--- config.mk ---
export PLATFORM = sky130hd
export DESIGN_NAME = apb_slave_ctrl
export DESIGN_NICKNAME = d
export VERILOG_FILES = /design/src/rtl/apb_slave_ctrl.sv
export SDC_FILE = /design/constraint.sdc
export NUM_CORES = 1
export LEC_CHECK = 0
export CORE_ASPECT_RATIO = 0.8
export CORE_MARGIN = 2
export CORE_UTILIZATION = 37
export CTS_CLUSTER_DIAMETER = 120
export DETAILED_ROUTE_END_ITERATION = 10
export GPL_ROUTABILITY_DRIVEN = 1
export GPL_TIMING_DRIVEN = 0
export MAX_ROUTING_LAYER = met4
export PLACE_DENSITY = 0.85
export SYNTH_ARGS = -nofsm -noshare
export SYNTH_HDL_FRONTEND = slang
export SYNTH_SLANG_ARGS = --single-unit
export TNS_END_PERCENT = 10
--- constraint.sdc ---
create_clock -name PCLK -period 2.15 [get_ports PCLK]
set_clock_uncertainty 0.15 [all_clocks]
set_input_delay 0.43 -clock PCLK [delete_from_list [all_inputs] [get_ports PCLK]]
set_output_delay 0.43 -clock PCLK [all_outputs]
set_load 0.01 [all_outputs]
--- src/rtl/apb_slave_ctrl.sv ---
// APB3 slave transaction controller: sequences APB transfers into a req/ack back-end handshake.
// Optional error counter (err_count/err_clr) is enabled by defining APB_ERR_CNT_EN.
module apb_slave_ctrl #(
    parameter int                  ADDR_W   = 8,
    parameter int                  NUM_REGS = 8,
    parameter logic [NUM_REGS-1:0] RO_MASK  = '0,
    parameter int                  TIMEOUT  = 16
) (
    input  logic              PCLK,
    input  logic              PRESET,
    input  logic              PSEL,
    input  logic              PENABLE,
    input  logic              PWRITE,
    input  logic [ADDR_W-1:0] PADDR,
    input  logic [31:0]       PWDATA,
    output logic [31:0]       PRDATA,
    output logic              PREADY,
    output logic              PSLVERR,
    output logic              reg_req,
    output logic              reg_we,
    output logic [ADDR_W-3:0] reg_idx,
    output logic [31:0]       reg_wdata,
    input  logic              reg_ack,
    input  logic [31:0]       reg_rdata,
    input  logic              reg_err
`ifdef APB_ERR_CNT_EN
    ,
    input  logic              err_clr,
    output logic [7:0]        err_count
`endif
);

    localparam int IDX_W = ADDR_W - 2;
    localparam int CNT_W = (TIMEOUT > 1) ? $clog2(TIMEOUT) : 1;

    typedef enum logic [1:0] {ST_IDLE, ST_WAIT, ST_RESP} state_t;

    state_t             state_q, state_d;
    logic [CNT_W-1:0]   cnt_q, cnt_d;
    logic [31:0]        prdata_q, prdata_d;
    logic               pready_q, pready_d;
    logic               pslverr_q, pslverr_d;
    logic               reg_req_q, reg_req_d;
    logic               reg_we_q, reg_we_d;
    logic [IDX_W-1:0]   reg_idx_q, reg_idx_d;
    logic [31:0]        reg_wdata_q, reg_wdata_d;

    logic [IDX_W-1:0]   setup_idx;
    logic [NUM_REGS-1:0] ro_shift;
    logic               decode_err;
    logic               timeout_hit;

    assign setup_idx   = PADDR[ADDR_W-1:2];
    assign ro_shift    = RO_MASK >> setup_idx;
    assign decode_err  = (PADDR[1:0] != 2'b00)
                      || (32'(setup_idx) >= 32'(NUM_REGS))
                      || (PWRITE && ro_shift[0]);
    assign timeout_hit = (TIMEOUT != 0) && (cnt_q == CNT_W'(TIMEOUT - 1));

    // Response outputs default to zero so PRDATA/PSLVERR can only be nonzero alongside PREADY.
    always_comb begin
        // NOTE: every signal gets a default before the case; a missed branch would otherwise infer a latch.
        state_d     = state_q;
        cnt_d       = cnt_q;
        prdata_d    = '0;
        pready_d    = 1'b0;
        pslverr_d   = 1'b0;
        reg_req_d   = 1'b0;
        reg_we_d    = reg_we_q;
        reg_idx_d   = reg_idx_q;
        reg_wdata_d = reg_wdata_q;

        case (state_q)
            ST_IDLE: begin
                if (PSEL && !PENABLE) begin
                    if (decode_err) begin
                        state_d   = ST_RESP;
                        pready_d  = 1'b1;
                        pslverr_d = 1'b1;
                    end else begin
                        state_d     = ST_WAIT;
                        reg_req_d   = 1'b1;
                        reg_we_d    = PWRITE;
                        reg_idx_d   = setup_idx;
                        reg_wdata_d = PWDATA;
                        cnt_d       = '0;
                    end
                end
            end
            ST_WAIT: begin
                cnt_d = cnt_q + CNT_W'(1);
                if (!PSEL) begin
                    state_d = ST_IDLE;
                end else if (reg_ack) begin
                    state_d   = ST_RESP;
                    pready_d  = 1'b1;
                    pslverr_d = reg_err;
                    prdata_d  = reg_we_q ? '0 : reg_rdata;
                end else if (timeout_hit) begin
                    state_d   = ST_RESP;
                    pready_d  = 1'b1;
                    pslverr_d = 1'b1;
                end
            end
            ST_RESP: state_d = ST_IDLE;
            default: state_d = ST_IDLE;
        endcase
    end

    always_ff @(posedge PCLK) begin
        // NOTE: state uses non-blocking assignments so every flop samples pre-edge values.
        if (PRESET) begin
            state_q     <= ST_IDLE;
            cnt_q       <= '0;
            prdata_q    <= '0;
            pready_q    <= 1'b0;
            pslverr_q   <= 1'b0;
            reg_req_q   <= 1'b0;
            reg_we_q    <= 1'b0;
            reg_idx_q   <= '0;
            reg_wdata_q <= '0;
        end else begin
            state_q     <= state_d;
            cnt_q       <= cnt_d;
            prdata_q    <= prdata_d;
            pready_q    <= pready_d;
            pslverr_q   <= pslverr_d;
            reg_req_q   <= reg_req_d;
            reg_we_q    <= reg_we_d;
            reg_idx_q   <= reg_idx_d;
            reg_wdata_q <= reg_wdata_d;
        end
    end

    assign PRDATA    = prdata_q;
    assign PREADY    = pready_q;
    assign PSLVERR   = pslverr_q;
    assign reg_req   = reg_req_q;
    assign reg_we    = reg_we_q;
    assign reg_idx   = reg_idx_q;
    assign reg_wdata = reg_wdata_q;

`ifdef APB_ERR_CNT_EN
    logic [7:0] err_cnt_q, err_cnt_d;

    // Clear has priority over a coincident increment; count saturates at 8'hFF.
    always_comb begin
        err_cnt_d = err_cnt_q;
        if (err_clr) begin
            err_cnt_d = '0;
        end else if (pready_q && pslverr_q && (err_cnt_q != 8'hFF)) begin
            err_cnt_d = err_cnt_q + 8'd1;
        end
    end

    always_ff @(posedge PCLK) begin
        if (PRESET) begin
            err_cnt_q <= '0;
        end else begin
            err_cnt_q <= err_cnt_d;
        end
    end

    assign err_count = err_cnt_q;
`endif

endmodule

Word-level counts from Yosys, hierarchy flattened
Cells that the tools add are included.

Register bits after elaboration: 80. Latch bits: 0. Bits in writable memories: 0. Memory bits (read-only): 0. Input port bits: 79. Output and inout port bits: 74. Logic and storage cells: 55. Memories: 0.

Add/subtract/negate cells: 1. Multipliers: 0. Div/mod/pow operators: 0. Magnitude comparators: 1. Equality and inequality tests: 5. Shift operators: 1. Mux-type cells: 19. Bitwise logic cells: 6. Reductions and logical operators: 13.

Operators with widths (count): 2-bit two-way mux (5); 1-bit two-way mux (8); 4-bit two-way mux (2); 4-bit one-hot mux with 2 select lines (1); 6-bit by 4-bit greater-or-equal comparator with 1-bit output, second input constant (1); 1-bit inverter (6); 3-bit AND reduction (2); 1-bit by 6-bit >> shifter with 1-bit output, first input constant (1); 5-bit OR reduction (1); 4-bit by 1-bit adder with 4-bit output, second input constant (1); 4-bit equality test, second input constant (1); 2-bit != test, second input constant (2); 4-bit != test, second input constant (1); 1-bit one-hot mux with 2 select lines (2); 2-bit one-hot mux with 2 select lines (1); 2-bit nonzero test (2); 3-bit OR reduction (1); 2-bit by 1-bit equality test with 1-bit output, second input constant (1); 1-bit logical AND (2); 2-bit zero test (1); 1-bit logical OR (2); 2-bit AND reduction (1); 1-bit zero test (1).

Logic depth before layout (Yosys ltp)
Gate-level depths: netlist (run 1).

Depth in word-level cells: 6. Gate-level depth with buffers: 6. Depth with buffers taken out: 5.

Worst setup path after synthesis (run 1)
Ideal clock, no wire load.

Kind: input-to-reg. Start point: in PRESET. End point: reg prdata_q[0] (netlist: PRDATA[0]). Library setup time: 0.059 ns. Data arrival time: 1.461 ns. Data required time: 1.941 ns. Setup slack: 0.481 ns. Stages: 5. Buffers on the path: 2. Path through: clkbuf_1 > or3b_4 > nor3_4 > clkbuf_2 > and2_1.

Word-level cells in the longest chain between the ends: 1.

RTL lines: start, declared (line 10) `input logic PRESET,`; 5-bit OR reduction (no line); end signal, assigned (line 125) `prdata_q <= prdata_d;`; end, declared (line 40) `logic [31:0] prdata_q, prdata_d;`.

Every way passes these cells. A chain may end at the register's enable or synchronous reset.

Worst setup path after layout (run 1)
Start point: in PSEL. End point: reg reg_wdata_q[27] (netlist: reg_wdata[27]).

Word-level cells in the longest chain between the ends: 2.

RTL lines: start, declared (line 11) `input logic PSEL,`; 1-bit logical AND (line 75) `if (PSEL && !PENABLE) begin`; 3-bit AND reduction (no line); end signal, assigned (line 131) `reg_wdata_q <= reg_wdata_d;`; end, declared (line 46) `logic [31:0] reg_wdata_q, reg_wdata_d;`.

Every way passes these cells.

==> results of run 1 <==
[power by group through the flow]
stage	clock (W)	sequential (W)	combinational, W
floorplan	0	0.00153	0.0000295
global placement	0	0.00152	0.000187
detailed placement	0	0.00152	0.000190
CTS	0.00131	0.00149	0.000191
global route	0.00138	0.00149	0.000206
finish	0.00129	0.00149	0.000190
[layout make-up]
| class | count | area, um^2 |
|---|---|---|
| Clock inverter | 5 | 106 |
| Multi-Input combinational cell | 181 | 913 |
| Buffer | 17 | 78.8 |
| Clock buffer | 10 | 128 |
| Sequential cell | 80 | 1600 |
| Fill cell | 561 | 2390 |
| Timing Repair Buffer | 151 | 1510 |
| Tap cell | 87 | 109 |
| Inverter | 4 | 15.0 |
[stage by stage]
step	total power (W)	worst slack [ps]	cell area, um^2	hold slack [ps]
3_3_place_gp	0.00171	-167	4220	265
6_report	0.00297	193	4460	283
4_1_cts	0.00299	138	4460	285
3_5_place_dp	0.00171	-223	4220	273
2_1_floorplan	0.00155	481	2600	303
5_1_grt	0.00307	75.7	4460	302
[layer usage]
metal | up-vias | part of all wire, % | wire, um
li1 | 1227 | - | -
met5 | - | 0 | 0
met4 | 0 | 2.0 | 140
met1 | 1082 | 41 | 2890
met3 | 13 | 6.6 | 462
met2 | 97 | 50 | 3490
[critical path, delay by kind of cell]
kind | cells | cell delay [ps]
buf+inv | 3 | 1070
compound gates | 1 | 170
simple gates | 3 | 400
[cells in the final DEF (no fill, tap or decap), types with 4 or more instances in the layout]
cell type | synthesis | layout
clkbuf_1 | 6 | 7
dfxtp_1 | 80 | 80
a21oi_1 | 44 | 44
o21ai_0 | 4 | 4
clkbuf_8 | 0 | 9
nand2_1 | 74 | 74
and2_1 | 32 | 32
nor2_1 | 5 | 5
inv_1 | 4 | 4
clkdlybuf4s50_1 | 0 | 151
[registers in the layout, summed over array words and instances (netlist names)]
| signal | flops |
|---|---|
| PRDATA | 32 |
| PREADY | 1 |
| PSLVERR | 1 |
| cnt_q | 4 |
| reg_idx | 6 |
| reg_req | 1 |
| reg_wdata | 32 |
| reg_we | 1 |
| state_q | 2 |
[cell families after synthesis]
group	synth area share (%)
flops	61.5
buf+inv	3.60
simple gates	23.8
compound gates	10.6
fa+ha+maj	0.480
[synth_stat cells, drive strengths merged]
library cell,count
clkbuf,9
or3b,2
nand2b,3
nor3b,1
o21ai,4
a21oi,44
nor3,3
nand3b,2
ha,1
nor4b,1
a21o,1
and2,32
dfxtp,80
a211o,1
a31oi,3
nand2,74
nor2,5
buf,8
inv,4
nand3,2
and3,1
or3,1
[worst min-delay path by stage]
stage | from | endpoint | slack [ps] | cells past startpoint
floorplan | reg_idx[3]$_SDFFE_PP0P_ | reg_idx[3]$_SDFFE_PP0P_ | 300 | 2
global placement | reg_idx[3]$_SDFFE_PP0P_ | reg_idx[3]$_SDFFE_PP0P_ | 270 | 2
detailed placement | reg_idx[4]$_SDFFE_PP0P_ | reg_idx[4]$_SDFFE_PP0P_ | 270 | 2
CTS | reg_idx[4]$_SDFFE_PP0P_ | reg_idx[4]$_SDFFE_PP0P_ | 290 | 2
global route | reg_idx[4]$_SDFFE_PP0P_ | reg_idx[4]$_SDFFE_PP0P_ | 300 | 2
finish | reg_idx[4]$_SDFFE_PP0P_ | reg_idx[4]$_SDFFE_PP0P_ | 280 | 2
==> results.ini, run 1 <==
[die]
row_count = 27
die-width_um = 97.8
die_height_um = 79.0
io_pins = 153
start_util_pct = 38.0
die_area_um2 = 7730
core_um2 = 6860

[sta]
relSlewSlack_pct = 67.5
slew_violations = 0
timing.fmax_mhz = 511
worst_pin_slew_ps = 488
hold_viol_final = 0
rsz0062_at_grt = false
fin_crit_ps = 1960
setup_viol = 0
setup_tns_ps = 0
post-route-period-util_pct = 91.0

[status]
outcome = completed

[cells_and_area]
nets = 524
n_antenna_cell = 0
instances_no_fill = 535
drive_gt1_share_pct = 6.03
syn_to_final_growth_pct = 71.4
final_util_pct = 65.1

[clock_network]
cts-buffers-inserted = 9
cts_resized = 0
htree_levels = 3
cts_buffer_depth = 2
postCtsHoldBufs = 0
clock-sinks = 80
clk_pin_slew_worst_paths_ps = 80
root_buffer = clkbuf_8
clock_latency_ps = 340
cts_setup_buffers = 0
cts_tree = done

[global_routing]
use_met1_pct = 19.9
grt_antenna_before_repair = 0
overflow = 0
grt_max_degree = 14
grt_first_pass_wirelength_mm = 10.9
grt_pass1_vias = 2330
use_met3_pct = 6.51
gr-usage-met2_pct = 32.6
grt_usage_pct = 18.8
grt_busiest_layer = met2

[worst_setup_path]
critPathLaunch = PSEL
rr_startpoint = state_q[1]$_SDFFE_PP0P_
path_cells = clkdlybuf4s50_1 -> nor3b_1 -> nand3_1 -> buf_2 -> buf_1 -> nand2_1 -> a21oi_1
cp_data_required_time_ps = 2270
cp_max_fo = 10
r2r_end = reg_wdata[27]$_SDFFE_PP0P_
crit_type = in -> reg
crit_path_end = reg_wdata[27]$_SDFFE_PP0P_
slowest_delay_ps = 440
r2r_cells = 6
arrival_ps = 2080
endpoint_kind = flip-flop
cp_slowest_cell = clkdlybuf4s50_1
r2r_slack_ps = 320
cp-start-kind = input port

[route]
drc = 0
wire_per_inst_um = 13.1
vias_per_cell = 4.52
routed_wl_mm = 6.99
drt_iter0_drc = 61
postRouteAntennaNets = 0
drt_pass1_iterations = 4
vias = 2419

[power_and_ir_drop]
vdd_drop_max_uv = 426
p_comb_share_pct = 6.4
powerDensity_nw_per_um2 = 665
total_leakage_power_nw = 1.60
seqPwrFrac_pct = 50.2
p_sw_share_pct = 19.4
p_switching_w = 0.000575
p_int_w = 0.00239
clkPwrFrac_pct = 43.4

[place]
io_buffers = 151
dp_cells = 520
gp_congestion = 0.837
dp_hpwl_mm = 5.41

[synth]
ys_warn_count = 0
ys_types = 28
ys_seq_elements = 80
ys_seq_area_share_pct = 61.5
syn_inst = 282
synth.area.top_cells = dfxtp_1 (62%), nand2_1 (11%), a21oi_1 (8.5%)
postSynthAreaPerCell_um2 = 9.23
syn_nets = 362
synth_top_cell_by_area = dfxtp_1
synth_area_um2 = 2600
synth.top_cell.area_share_pct = 61.5

[job]
drv_cap = 0

[hold_path]
min_path_type = reg -> reg

Power figures use the tool's default switching activity.
==> inputs of run 2 (changes only) <==
Settings changed: CELL_PAD_IN_SITES_DETAIL_PLACEMENT from default to 0, CELL_PAD_IN_SITES_GLOBAL_PLACEMENT from default to 1, CORE_UTILIZATION 37 to 26, CTS_CLUSTER_DIAMETER 120 to default.
==> run 2 against run 1 <==
Register-to-register slack about the same. Hold slack worse by 6.0 ps. Count of clock-buffer cells in the layout did not move. Largest cell class unchanged. Routed wire length grew 1.6%. Cell area increased by 2.4%. Critical path depth unchanged. Sequential share of layout area shrank 0.85 points. Fmax is 0.78% lower. Die area increased by 40%.
==> results.ini, run 2 (same netlist as run 1, synthesis figures left out) <==
[status]
outcome = completed

[sta]
timing.fmax_mhz = 507  ; -0.78%
post-route-period-util_pct = 91.7  ; +0.71 points
setup_tns_ps = 0  ; unchanged
slew_violations = 0  ; unchanged
setup_viol = 0  ; unchanged
rsz0062_at_grt = false
fin_crit_ps = 1970  ; +15.3 ps
hold_viol_final = 0  ; unchanged
worst_pin_slew_ps = 491  ; +3.18 ps
relSlewSlack_pct = 67.3  ; -0.21 points

[clock_network]
root_buffer = clkbuf_16
cts_buffer_depth = 2  ; unchanged
postCtsHoldBufs = 0  ; unchanged
clk_pin_slew_worst_paths_ps = 60  ; -20 ps
cts_setup_buffers = 0  ; unchanged
htree_levels = 3  ; unchanged
cts_tree = done
cts-buffers-inserted = 9  ; unchanged
clock_latency_ps = 320  ; -20 ps
clock-sinks = 80  ; unchanged

[route]
drt_iter0_drc = 71  ; +16%
drc = 0  ; unchanged
routed_wl_mm = 7.10  ; +1.6%
vias = 2409  ; -0.41%
drt_pass1_iterations = 4  ; unchanged
postRouteAntennaNets = 0  ; unchanged
wire_per_inst_um = 12.1  ; -7.1%
vias_per_cell = 4.12  ; -8.9%

[die]
die-width_um = 116  ; +19%
die_area_um2 = 10800  ; +40%
row_count = 32  ; +19%
io_pins = 153  ; unchanged
core_um2 = 9690  ; +41%
die_height_um = 93.5  ; +18%
start_util_pct = 26.9  ; -11 points

[power_and_ir_drop]
seqPwrFrac_pct = 48.3  ; -1.9 points
clkPwrFrac_pct = 45.5  ; +2.1 points
p_int_w = 0.00244  ; +2.1%
vdd_drop_max_uv = 419  ; -1.8%
p_switching_w = 0.000643  ; +12%
total_leakage_power_nw = 1.62  ; +1.4%
p_comb_share_pct = 6.2  ; -0.2 points
p_total_w = 0.00308  ; +3.9%
powerDensity_nw_per_um2 = 675  ; +1.5%
p_sw_share_pct = 20.8  ; +1.5 points

[job]
drv_cap = 0  ; unchanged

[worst_setup_path]
path_cells = clkdlybuf4s50_1 -> nor3_2 -> nand3_1 -> buf_2 -> buf_1 -> nand2_1 -> a21oi_1
slowest_delay_ps = 410  ; -30 ps
crit_path_end = reg_wdata[28]$_SDFFE_PP0P_
crit_type = in -> reg
arrival_ps = 2010  ; -70 ps
r2r_cells = 6  ; unchanged
cp_slowest_cell = clkdlybuf4s50_1
cp_data_required_time_ps = 2190  ; -80 ps
cp-start-kind = input port
rr_startpoint = state_q[1]$_SDFFE_PP0P_
critPathLaunch = PADDR[5]
r2r_end = reg_wdata[28]$_SDFFE_PP0P_
r2r_slack_ps = 330  ; about the same
cp_max_fo = 10  ; unchanged
endpoint_kind = flip-flop

[cells_and_area]
final_util_pct = 47.2  ; -18 points
drive_gt1_share_pct = 6.46  ; +0.43 points
nets = 524  ; unchanged
layout_common_cells = clkdlybuf4s50_1 (151), dfxtp_1 (80), nand2_1 (74)
final_common_cell = clkdlybuf4s50_1
syn_to_final_growth_pct = 75.6
n_fill_cell = 951  ; +70%
n_antenna_cell = 0  ; unchanged
instances_no_fill = 585  ; +9.3%

[hold_path]
min_from = reg_idx[5]$_SDFFE_PP0P_
min_path_type = reg -> reg

[global_routing]
grt_max_degree = 15  ; +1
grt_first_pass_wirelength_mm = 11.0  ; +0.44%
overflow = 0  ; unchanged
grt_busiest_layer = met2
gr-usage-met2_pct = 20.7  ; -12 points
use_met3_pct = 6.93  ; +0.42 points
grt_pass1_vias = 2358  ; +1.2%
use_met1_pct = 15.3  ; -4.6 points
grt_usage_pct = 13.6  ; -5.2 points
grt_antenna_before_repair = 0  ; unchanged

[place]
gp_congestion = 0.714  ; -15%
dp_hpwl_mm = 5.49  ; +1.4%
io_buffers = 151  ; unchanged
dp_cells = 569  ; +9.4%

-- run 2: power by group through the flow --
stage	clock (W)	combinational (W)	sequential, W
global route	0.00151	0.000203	0.00149
CTS	0.00145	0.000192	0.00149
floorplan	0	0.0000295	0.00153
detailed placement	0	0.000190	0.00152
global placement	0	0.000190	0.00152
finish	0.00140	0.000190	0.00149
-- run 2: what timing repair did --
action                                  CTS  global route
hold endpoints to repair                  0             0
endpoints found under the setup margin    0            28
gates resized for setup                   0             1
-- run 2: layout make-up --
class | instances | area, um^2 | share of cell area [%]
Buffer | 17 | 78.8 | 1.72
Inverter | 4 | 15.0 | 0.328
Sequential cell | 80 | 1600 | 35.0
Multi-Input combinational cell | 181 | 913 | 20.0
Clock buffer | 10 | 239 | 5.23
Clock inverter | 6 | 42.5 | 0.930
Timing Repair Buffer | 151 | 1510 | 33.1
Tap cell | 136 | 170 | 3.72
-- run 2: worst min-delay path by stage --
stage	to	slack, ps	cells past startpoint
finish	reg_idx[5]$_SDFFE_PP0P_	280	2
global route	reg_idx[4]$_SDFFE_PP0P_	300	2
CTS	reg_idx[5]$_SDFFE_PP0P_	280	2
detailed placement	reg_idx[5]$_SDFFE_PP0P_	270	2
global placement	reg_idx[5]$_SDFFE_PP0P_	270	2
floorplan	reg_idx[3]$_SDFFE_PP0P_	300	2
-- run 2: worst max-delay path, delay by kind of cell --
kind            cells  cell delay, ps
compound gates      1              70
buf+inv             3             900
simple gates        3             610
-- run 2: metal layers --
layer  wire (um)  up-vias  share of wire, %
li1            -     1230                 -
met1        3020     1051                43
met2        3150      116                44
met3         806       12                11
met4         117        0               1.6
met5           0        -                 0
-- run 2: per-stage QoR --
step	instance area, um^2	hold slack (ps)	setup WS, ps
after floorplan	2600	303	481
after global placement	4290	266	-218
after detailed placement	4290	270	-266
after CTS	4570	278	84.9
after global routing	4570	299	35.9
final	4570	277	178
